<file path="src/rtl/spi_cmd_slave.sv">
// spi_cmd_slave: byte-framed SPI command slave; ports clk_in/sys_rst_n, sclk/cs_n/mosi/miso, write/action/read strobes, err_pulse/err_code
module spi_cmd_slave #(
  parameter int DATA_BYTES     = 2,
  parameter int NUM_REGS       = 32,
  parameter int TIMEOUT_CYCLES = 50000
) (
  input  logic                    clk_in,
  input  logic                    sys_rst_n,
  input  logic                    sclk,
  input  logic                    cs_n,
  input  logic                    mosi,
  output logic                    miso,
  output logic                    wr_en,
  output logic [6:0]              wr_addr,
  output logic [8*DATA_BYTES-1:0] wr_data,
  output logic                    act_valid,
  output logic [5:0]              act_code,
  output logic                    rd_req,
  output logic [5:0]              rd_addr,
  input  logic [8*DATA_BYTES-1:0] rd_data,
  output logic                    err_pulse,
  output logic [1:0]              err_code
);
  localparam int DATA_W = 8 * DATA_BYTES;
  localparam int KW = DATA_BYTES > 1 ? $clog2(DATA_BYTES) : 1;
  localparam int TW = $clog2(TIMEOUT_CYCLES + 1);
  typedef enum logic [1:0] {IDLE, WDATA, RDATA} state_t;
  state_t state_q, state_d;
  logic [2:0] sclk_q, cs_q;
  logic [1:0] mosi_q;
  logic [3:0] bit_cnt_q, bit_cnt_d;
  logic [6:0] rx_q;
  logic [7:0] rx_byte, tx_q, tx_d, rd_byte;
  logic [TW-1:0] to_q, to_d;
  logic [KW-1:0] k_q, k_d;
  logic [6:0] addr_q, addr_d;
  logic [DATA_W-1:0] wbuf_q, wbuf_d, wnext, rd_buf_q;
  logic wr_en_d, act_valid_d, rd_req_d, err_pulse_d;
  logic [6:0] wr_addr_d;
  logic [DATA_W-1:0] wr_data_d;
  logic [5:0] act_code_d, rd_addr_d;
  logic [1:0] err_code_d;
  logic sclk_rise, sclk_fall, cs_fall, cs_rise, byte_done, short_byte, timeout, last;
  // index 1 is the synchronised level, index 2 its previous value for edge detection
  assign sclk_rise = sclk_q[1] & ~sclk_q[2];
  assign sclk_fall = ~sclk_q[1] & sclk_q[2];
  assign cs_fall = ~cs_q[1] & cs_q[2];
  assign cs_rise = cs_q[1] & ~cs_q[2];
  assign rx_byte = {rx_q, mosi_q[1]};
  // rising edges are not gated by cs so an 8th edge coinciding with cs rise still completes the byte
  assign byte_done = sclk_rise && bit_cnt_q == 4'd7;
  assign short_byte = cs_rise && !byte_done && bit_cnt_q != 4'd0 && bit_cnt_q != 4'd8;
  assign timeout = state_q != IDLE && to_q == TW'(TIMEOUT_CYCLES);
  assign last = k_q == KW'(DATA_BYTES - 1);
  assign bit_cnt_d = cs_fall ? 4'd0 : (sclk_rise && bit_cnt_q != 4'd8) ? bit_cnt_q + 4'd1 : bit_cnt_q;
  assign to_d = (state_q == IDLE || cs_fall) ? '0 : (cs_q[1] && !timeout) ? to_q + TW'(1) : to_q;
  assign tx_d = cs_fall ? (state_q == RDATA ? rd_byte : 8'h00) : sclk_fall ? {tx_q[6:0], 1'b0} : tx_q;
  assign miso = ~cs_q[1] & tx_q[7];
  always_comb begin
    wnext = wbuf_q;
    rd_byte = 8'h00;
    for (int i = 0; i < DATA_BYTES; i++) begin
      if (k_q == KW'(i)) begin
        wnext[8*i +: 8] = rx_byte;
        rd_byte = rd_buf_q[8*i +: 8];
      end
    end
  end
  always_comb begin
    state_d = state_q;
    k_d = k_q;
    addr_d = addr_q;
    wbuf_d = wbuf_q;
    wr_en_d = 1'b0;
    wr_addr_d = wr_addr;
    wr_data_d = wr_data;
    act_valid_d = 1'b0;
    act_code_d = act_code;
    rd_req_d = 1'b0;
    rd_addr_d = rd_addr;
    err_pulse_d = 1'b0;
    err_code_d = err_code;
    if (byte_done) begin
      if (state_q == IDLE) begin
        k_d = '0;
        if (rx_byte[7]) begin
          addr_d = rx_byte[6:0];
          state_d = WDATA;
        end else if (rx_byte[6]) begin
          rd_req_d = 1'b1;
          rd_addr_d = rx_byte[5:0];
          state_d = RDATA;
        end else begin
          act_valid_d = 1'b1;
          act_code_d = rx_byte[5:0];
        end
      end else begin
        wbuf_d = wnext;
        k_d = last ? k_q : k_q + KW'(1);
        state_d = last ? IDLE : state_q;
        if (last && state_q == WDATA) begin
          wr_en_d = 32'(addr_q) < NUM_REGS;
          err_pulse_d = !(32'(addr_q) < NUM_REGS);
          wr_addr_d = wr_en_d ? addr_q : wr_addr;
          wr_data_d = wr_en_d ? wnext : wr_data;
          err_code_d = wr_en_d ? err_code : 2'b11;
        end
      end
    end else if (short_byte || timeout) begin
      err_pulse_d = 1'b1;
      err_code_d = short_byte ? 2'b01 : 2'b10;
      state_d = IDLE;
    end
  end
  always_ff @(posedge clk_in or negedge sys_rst_n) begin
    if (!sys_rst_n) begin
      sclk_q <= '0;
      cs_q <= '1;
      mosi_q <= '0;
      state_q <= IDLE;
      bit_cnt_q <= '0;
      rx_q <= '0;
      tx_q <= '0;
      to_q <= '0;
      k_q <= '0;
      addr_q <= '0;
      wbuf_q <= '0;
      rd_buf_q <= '0;
      wr_en <= 1'b0;
      wr_addr <= '0;
      wr_data <= '0;
      act_valid <= 1'b0;
      act_code <= '0;
      rd_req <= 1'b0;
      rd_addr <= '0;
      err_pulse <= 1'b0;
      err_code <= '0;
    end else begin
      sclk_q <= {sclk_q[1:0], sclk};
      cs_q <= {cs_q[1:0], cs_n};
      mosi_q <= {mosi_q[0], mosi};
      state_q <= state_d;
      bit_cnt_q <= bit_cnt_d;
      rx_q <= sclk_rise ? rx_byte[6:0] : rx_q;
      tx_q <= tx_d;
      to_q <= to_d;
      k_q <= k_d;
      addr_q <= addr_d;
      wbuf_q <= wbuf_d;
      rd_buf_q <= rd_req ? rd_data : rd_buf_q;
      wr_en <= wr_en_d;
      wr_addr <= wr_addr_d;
      wr_data <= wr_data_d;
      act_valid <= act_valid_d;
      act_code <= act_code_d;
      rd_req <= rd_req_d;
      rd_addr <= rd_addr_d;
      err_pulse <= err_pulse_d;
      err_code <= err_code_d;
    end
  end
endmodule

</file>
<file path="config.mk">
export PLATFORM = sky130hd
export DESIGN_NAME = spi_cmd_slave
export DESIGN_NICKNAME = d
export VERILOG_FILES = /design/src/rtl/spi_cmd_slave.sv
export SDC_FILE = /design/constraint.sdc
export NUM_CORES = 1
export LEC_CHECK = 0
export ABC_AREA = 0
export CORE_UTILIZATION = 30
export CTS_BUF_LIST = sky130_fd_sc_hd__clkbuf_8
export CTS_CLUSTER_SIZE = 14
export DETAILED_ROUTE_END_ITERATION = 8
export DONT_BUFFER_PORTS = 1
export SLEW_MARGIN = 20
export SYNTH_ARGS = -nofsm -noshare
export SYNTH_HDL_FRONTEND = slang
export SYNTH_SLANG_ARGS = --single-unit
</file>
<file path="constraint.sdc">
create_clock -name clk_in -period 3.31 [get_ports clk_in]
set_clock_uncertainty 0.15 [all_clocks]
set_input_delay 0.8275 -clock clk_in [delete_from_list [all_inputs] [get_ports clk_in]]
set_output_delay 0.8275 -clock clk_in [all_outputs]
set_load 0.005 [all_outputs]
</file>
Word level (Yosys, flattened, before mapping):

Index checks and enable logic that the tools add are counted.
W data, S select, Z words.

* add/subtract/negate cells: 3
* reduce and logical (&&, ||, !) cells: 27
* muxes and demuxes: 39
* bitwise gates (word level): 12
* order comparisons: 1
* eq/ne operators: 10

Operator list (number)
* $mux W8: 6
* $mux W16: 2
* $mux W2: 12
* $mux W1: 17
* $add A16 B1 Y16 const B: 1
* $eq A16 B16 Y1 const B: 1
* $reduce_and A4 Y1: 4
* $reduce_bool A2 Y1: 5
* $logic_and A1 B1 Y1: 8
* $mux W4: 2
* $ne A4 B4 Y1 const B: 2
* $lt A7 B6 Y1 const B: 1
* $not A1 Y1: 7
* $reduce_and A3 Y1: 2
* $and A1 B1 Y1: 5
* $add A4 B1 Y4 const B: 1
* $eq A4 B3 Y1 const B: 1
* $ne A2 B2 Y1 const B: 2
* $reduce_bool A4 Y1: 1
* $logic_not A1 Y1: 3
* $ne A3 B2 Y1 const B: 1
* $eq A2 B1 Y1 const B: 1
* $eq A2 B2 Y1 const B: 1
* $logic_not A2 Y1: 1
* other kinds (4): 5

* register bits: 126
* bits of input ports: 21

Logic depth before layout (Yosys ltp):

* depth in word-level cells: 10
* mapped depth: 7
* depth with buffers taken out: 6

Least setup slack after synthesis:

No wires, ideal clock.

* path kind: register to register
* start point: reg to_q[10]
* end point: reg to_q[1]
* setup time: 0.068 ns
* slack: 1.084 ns
* cell stages (with the launch flop): 6
* arrival time: 2.008 ns
* data required time: 3.092 ns
* path buffers: 1
* path through: dfrtp_1 or4_1 or4_1 buf_2 a2111oi_4 nand2b_1

* cells in the longest elaborated chain, start to end: 5

Ends and longest elaborated chain
* start, declared: line 34 `logic [TW-1:0] to_q, to_d;`
* start signal, assigned: line 146 `to_q <= to_d;`
* $eq A16 B16 Y1: line 53 `assign timeout = state_q != IDLE && to_q == TW'(TIMEOUT_CYCLES);`
* $logic_and A1 B1 Y1: line 53
* $logic_not A1 Y1: line 56 `assign to_d = (state_q == IDLE || cs_fall) ? '0 : (cs_q[1] && !timeout) ? to_q + TW'(1) : to_q;`
* $logic_and A1 B1 Y1: line 56
* $reduce_bool A2 Y1 (no source line)

Every way passes these cells.
A chain may end at the register's enable or synchronous reset.

Final worst setup path:

* start point: reg to_q[7]
* end point: reg state_q[0]

* cells in the longest elaborated chain, start to end: 5

Ends and longest elaborated chain
* $eq A16 B16 Y1: line 53
* $logic_and A1 B1 Y1: line 53
* $logic_or A1 B1 Y1: line 109 `end else if (short_byte || timeout) begin`
* $reduce_bool A2 Y1 (no source line)
* $reduce_and A3 Y1 (no source line)
* end signal, assigned: line 142 `state_q <= state_d;`
* end, declared: line 28 `state_t state_q, state_d;`

Every way passes these cells.

==> results.py <==
metrics = {
    "run_status": {
        "status": "finished with violations",
        "violations": "hold timing",
    },
    "cells_and_area": {
        "multiInputGateArea_um2": 2160,
        "nNetsFinal": 465,
        "final_common_cell": "dfrtp_1",
        "fillers": 1775,
        "drive_above_1_share_pct": 25.4,
        "final_area_um2": 6060,
        "regArea_um2": 3160,
        "area_growth_pct": 11.3,
        "final_cell_mix": "123 x dfrtp_1, 71 x mux2_2, 30 x nor2_1, 29 x nand2_1, 21 x mux2i_1",
        "num_antenna_cells": 0,
    },
    "worst_setup_path": {
        "path_class": "flip-flop to flip-flop",
        "crit_path_start_kind": "flip-flop",
        "cp-end-kind": "flip-flop",
        "critical-path-slowest-cell": "or4_1",
        "crit_chain": "or4_1, or4_1, o21ai_0, a31oi_1",
        "crit_buf_inv": 0,
        "cpPeakStageDelay_ns": 0.68,
        "r2r-end": "state_q[0]$_DFFE_PN0P_",
        "r2r-start": "to_q[7]$_DFFE_PN0P_",
        "reg2reg_slack_ns": 0.88,
        "required_ns": 3.46,
        "r2r_cells": 4,
        "cp_max_fo": 6,
        "crit_cells": 4,
        "critPathArrivalTime_ns": 2.57,
        "crit_family": "simple AND/OR/NAND/NOR gates",
        "cpMostUsedCell": "or4_1",
    },
    "sta": {
        "period_share_pct": 73.3,
        "worst_pin_slew_ns": 0.856,
        "relSlewSlack_pct": 42.8,
        "finalHoldViolCount": 123,
        "fin_ws_ns": 0.882,
        "layout_min_cycle_time_ns": 2.43,
        "whs_ns": -0.0613,
        "final.setup.tns_ns": 0,
        "setup_viol": 0,
        "rsz0062_at_grt": "false",
        "finalMaxSlewViolations": 0,
        "fmax_mhz": 412,
    },
    "routing": {
        "viasPerCell": 4.98,
        "wl_met2_um": 5430,
        "wl_met1_um": 5170,
        "drt-total-wl_um": 11400,
        "via_count": 3373,
        "dr.pass1.iters": 4,
        "wl_per_cell_um": 16.9,
        "wl_met3_um": 678,
        "drtIter0Drc": 140,
        "top_layer": "met4",
        "drc": 0,
        "ant_nets": 0,
    },
    "clocking": {
        "insertion_delay_ns": 0.43,
        "cts.clk_slew.worst_paths_ns": 0.07,
        "htreeDepth": 4,
        "numCtsBuffers": 17,
        "postCtsSetupBuffers": 0,
        "cts_resized": 0,
        "cts_sinks": 126,
        "root_buffer": "clkbuf_8",
        "cts_tree": "done",
        "cts.path.max_buffers": 2,
    },
    "power_and_ir_drop": {
        "pwr-share-clk_pct": 38.3,
        "ir_drop_mv": 0.393,
        "power_frac_comb_pct": 9.0,
        "leakagePower_nw": 2.70,
        "switching_power_w": 0.000908,
        "p_per_area_nw_per_um2": 549,
        "power.internal_w": 0.00242,
        "seq_power_share_pct": 52.7,
        "power_switching_share_pct": 27.3,
    },
    "synthesis": {
        "synth_top_area_cell": "dfrtp_1",
        "syn_inst": 437,
        "syn_nets": 462,
        "yosys_register_bits": 126,
        "avgSynthCellArea_um2": 12.5,
        "synth_area_leaders": "dfrtp_1 57%, mux2_2 15%, mux2i_1 3.9%",
        "synth_top_cell_area_share_pct": 56.5,
        "yosys_warnings": 0,
        "ys_types": 48,
        "syn-cell-area_um2": 5450,
        "synth-seq-area-share_pct": 58.0,
    },
    "min_path": {
        "hold_class": "input pin to asynchronous set/reset pin",
    },
    "floorplan": {
        "die_w_um": 137,
        "die_area_um2": 18700,
        "core_um2": 17500,
        "fp.dieH_um": 137,
        "io_pins": 63,
        "initial_core_util_pct": 31.1,
        "rows": 48,
    },
    "global_routing": {
        "grt_pass1_vias": 3609,
        "antenna_found_initial": 0,
        "grt_overflow_total": 0,
        "grt_pass1_wl_um": 19100,
        "grt_max_degree": 127,
        "grt_usage_pct": 13.5,
    },
    "placement": {
        "detailed_place_hpwl_um": 7450,
        "port_buffers": 0,
        "placed_area_um2": 5690,
        "place_ws_ns": 0.917,
        "place_congestion": 0.777,
    },
    "flow_run": {
        "maxCapViolCount": 0,
    },
}
-- power groups by stage --
| stage | combinational, W | clock, W | sequential (W) |
|---|---|---|---|
| CTS | 0.000304 | 0.00131 | 0.00176 |
| global placement | 0.000295 | 0 | 0.00178 |
| floorplan | 0.000267 | 0 | 0.00170 |
| detailed placement | 0.000303 | 0 | 0.00179 |
| global route | 0.000339 | 0.00138 | 0.00177 |
| finish | 0.000299 | 0.00128 | 0.00175 |
-- worst max-delay path by stage --
stage,start,endpoint,slack [ns]
CTS,to_q[7]$_DFFE_PN0P_,state_q[0]$_DFFE_PN0P_,0.89
detailed placement,to_q[7]$_DFFE_PN0P_,state_q[0]$_DFFE_PN0P_,0.92
global route,bit_cnt_q[1]$_DFFE_PN0P_,act_code[2]$_DFFE_PN0P_,0.67
global placement,to_q[10]$_DFFE_PN0P_,state_q[0]$_DFFE_PN0P_,0.97
floorplan,to_q[10]$_DFFE_PN0P_,to_q[1]$_DFFE_PN0P_,1.08
finish,to_q[7]$_DFFE_PN0P_,state_q[0]$_DFFE_PN0P_,0.88
-- cell usage after synthesis (all sizes together) --
master   instances
xor2             6
a211oi           4
a2bb2oi          1
nor4             3
nor2            31
and3             2
a22o             1
a2111oi          2
nand4bb          1
buf              6
dfstp            3
a31oi            2
mux2i           21
or4b             2
nand4b           2
a32oi            1
ha               4
nor2b            8
mux2            71
a211o            1
inv             11
nand3b           1
xnor2            4
or4              3
and3b            1
or4bb            1
and2             2
dfrtp          123
a221oi           7
or3              5
nand2           29
o21a             1
nor4bb           1
or2              2
clkbuf          16
nand4           10
nor3             6
nand3            8
and4             2
a21oi            6
o31ai           17
o21ai            6
nand2b           3
-- layout make-up --
| class | count | area share [%] |
|---|---|---|
| clock buffers | 18 | 4.09 |
| clock inverters | 13 | 2.06 |
| inverters | 11 | 0.681 |
| multi-input cells | 278 | 35.7 |
| flip-flops and latches | 126 | 52.1 |
| well taps | 225 | 4.65 |
| repair buffers | 6 | 0.743 |
-- kinds of logic (layout without fill, tap and decap cells) --
group / count (synthesis) / count (layout) / share of synthesized area (%)
compound gates: 49 / 49 / 6.80
xor+xnor: 10 / 10 / 1.61
fa+ha+maj: 4 / 4 / 0.919
buf+inv: 33 / 48 / 2.37
flops: 126 / 126 / 58.0
mux: 92 / 92 / 18.5
simple gates: 123 / 123 / 11.8
-- routing by layer --
metal  up-vias  track usage [%]
met5         -                0
met4         0             4.14
met3        13             4.96
met2        67             21.5
met1      1713             17.0
li1       1580                -
-- through the flow --
| step | cells | util, % | hold slack [ns] | total power, W |
|---|---|---|---|---|
| 2_1_floorplan | 437 | - | 0.181 | 0.00197 |
| 3_3_place_gp | 646 | 32.4 | 0.183 | 0.00207 |
| 3_5_place_dp | 646 | 32.4 | 0.191 | 0.00209 |
| 4_1_cts | 677 | 34.6 | -0.0969 | 0.00337 |
| 5_1_grt | 677 | 34.6 | -0.101 | 0.00349 |
| 6_report | 677 | 34.6 | -0.0613 | 0.00333 |
-- state kept, by name, summed over array words and instances (netlist names), 2 cells and up --
| name | flops |
|---|---|
| rd_buf_q | 16 |
| to_q | 16 |
| wbuf_q | 16 |
| wr_data | 16 |
| tx_q | 8 |
| addr_q | 7 |
| rx_q | 7 |
| wr_addr | 7 |
| act_code | 6 |
| rd_addr | 6 |
| bit_cnt_q | 4 |
| cs_q | 3 |
| sclk_q | 3 |
| err_code | 2 |
| mosi_q | 2 |
| state_q | 2 |
(Power assumes the default switching activity.)
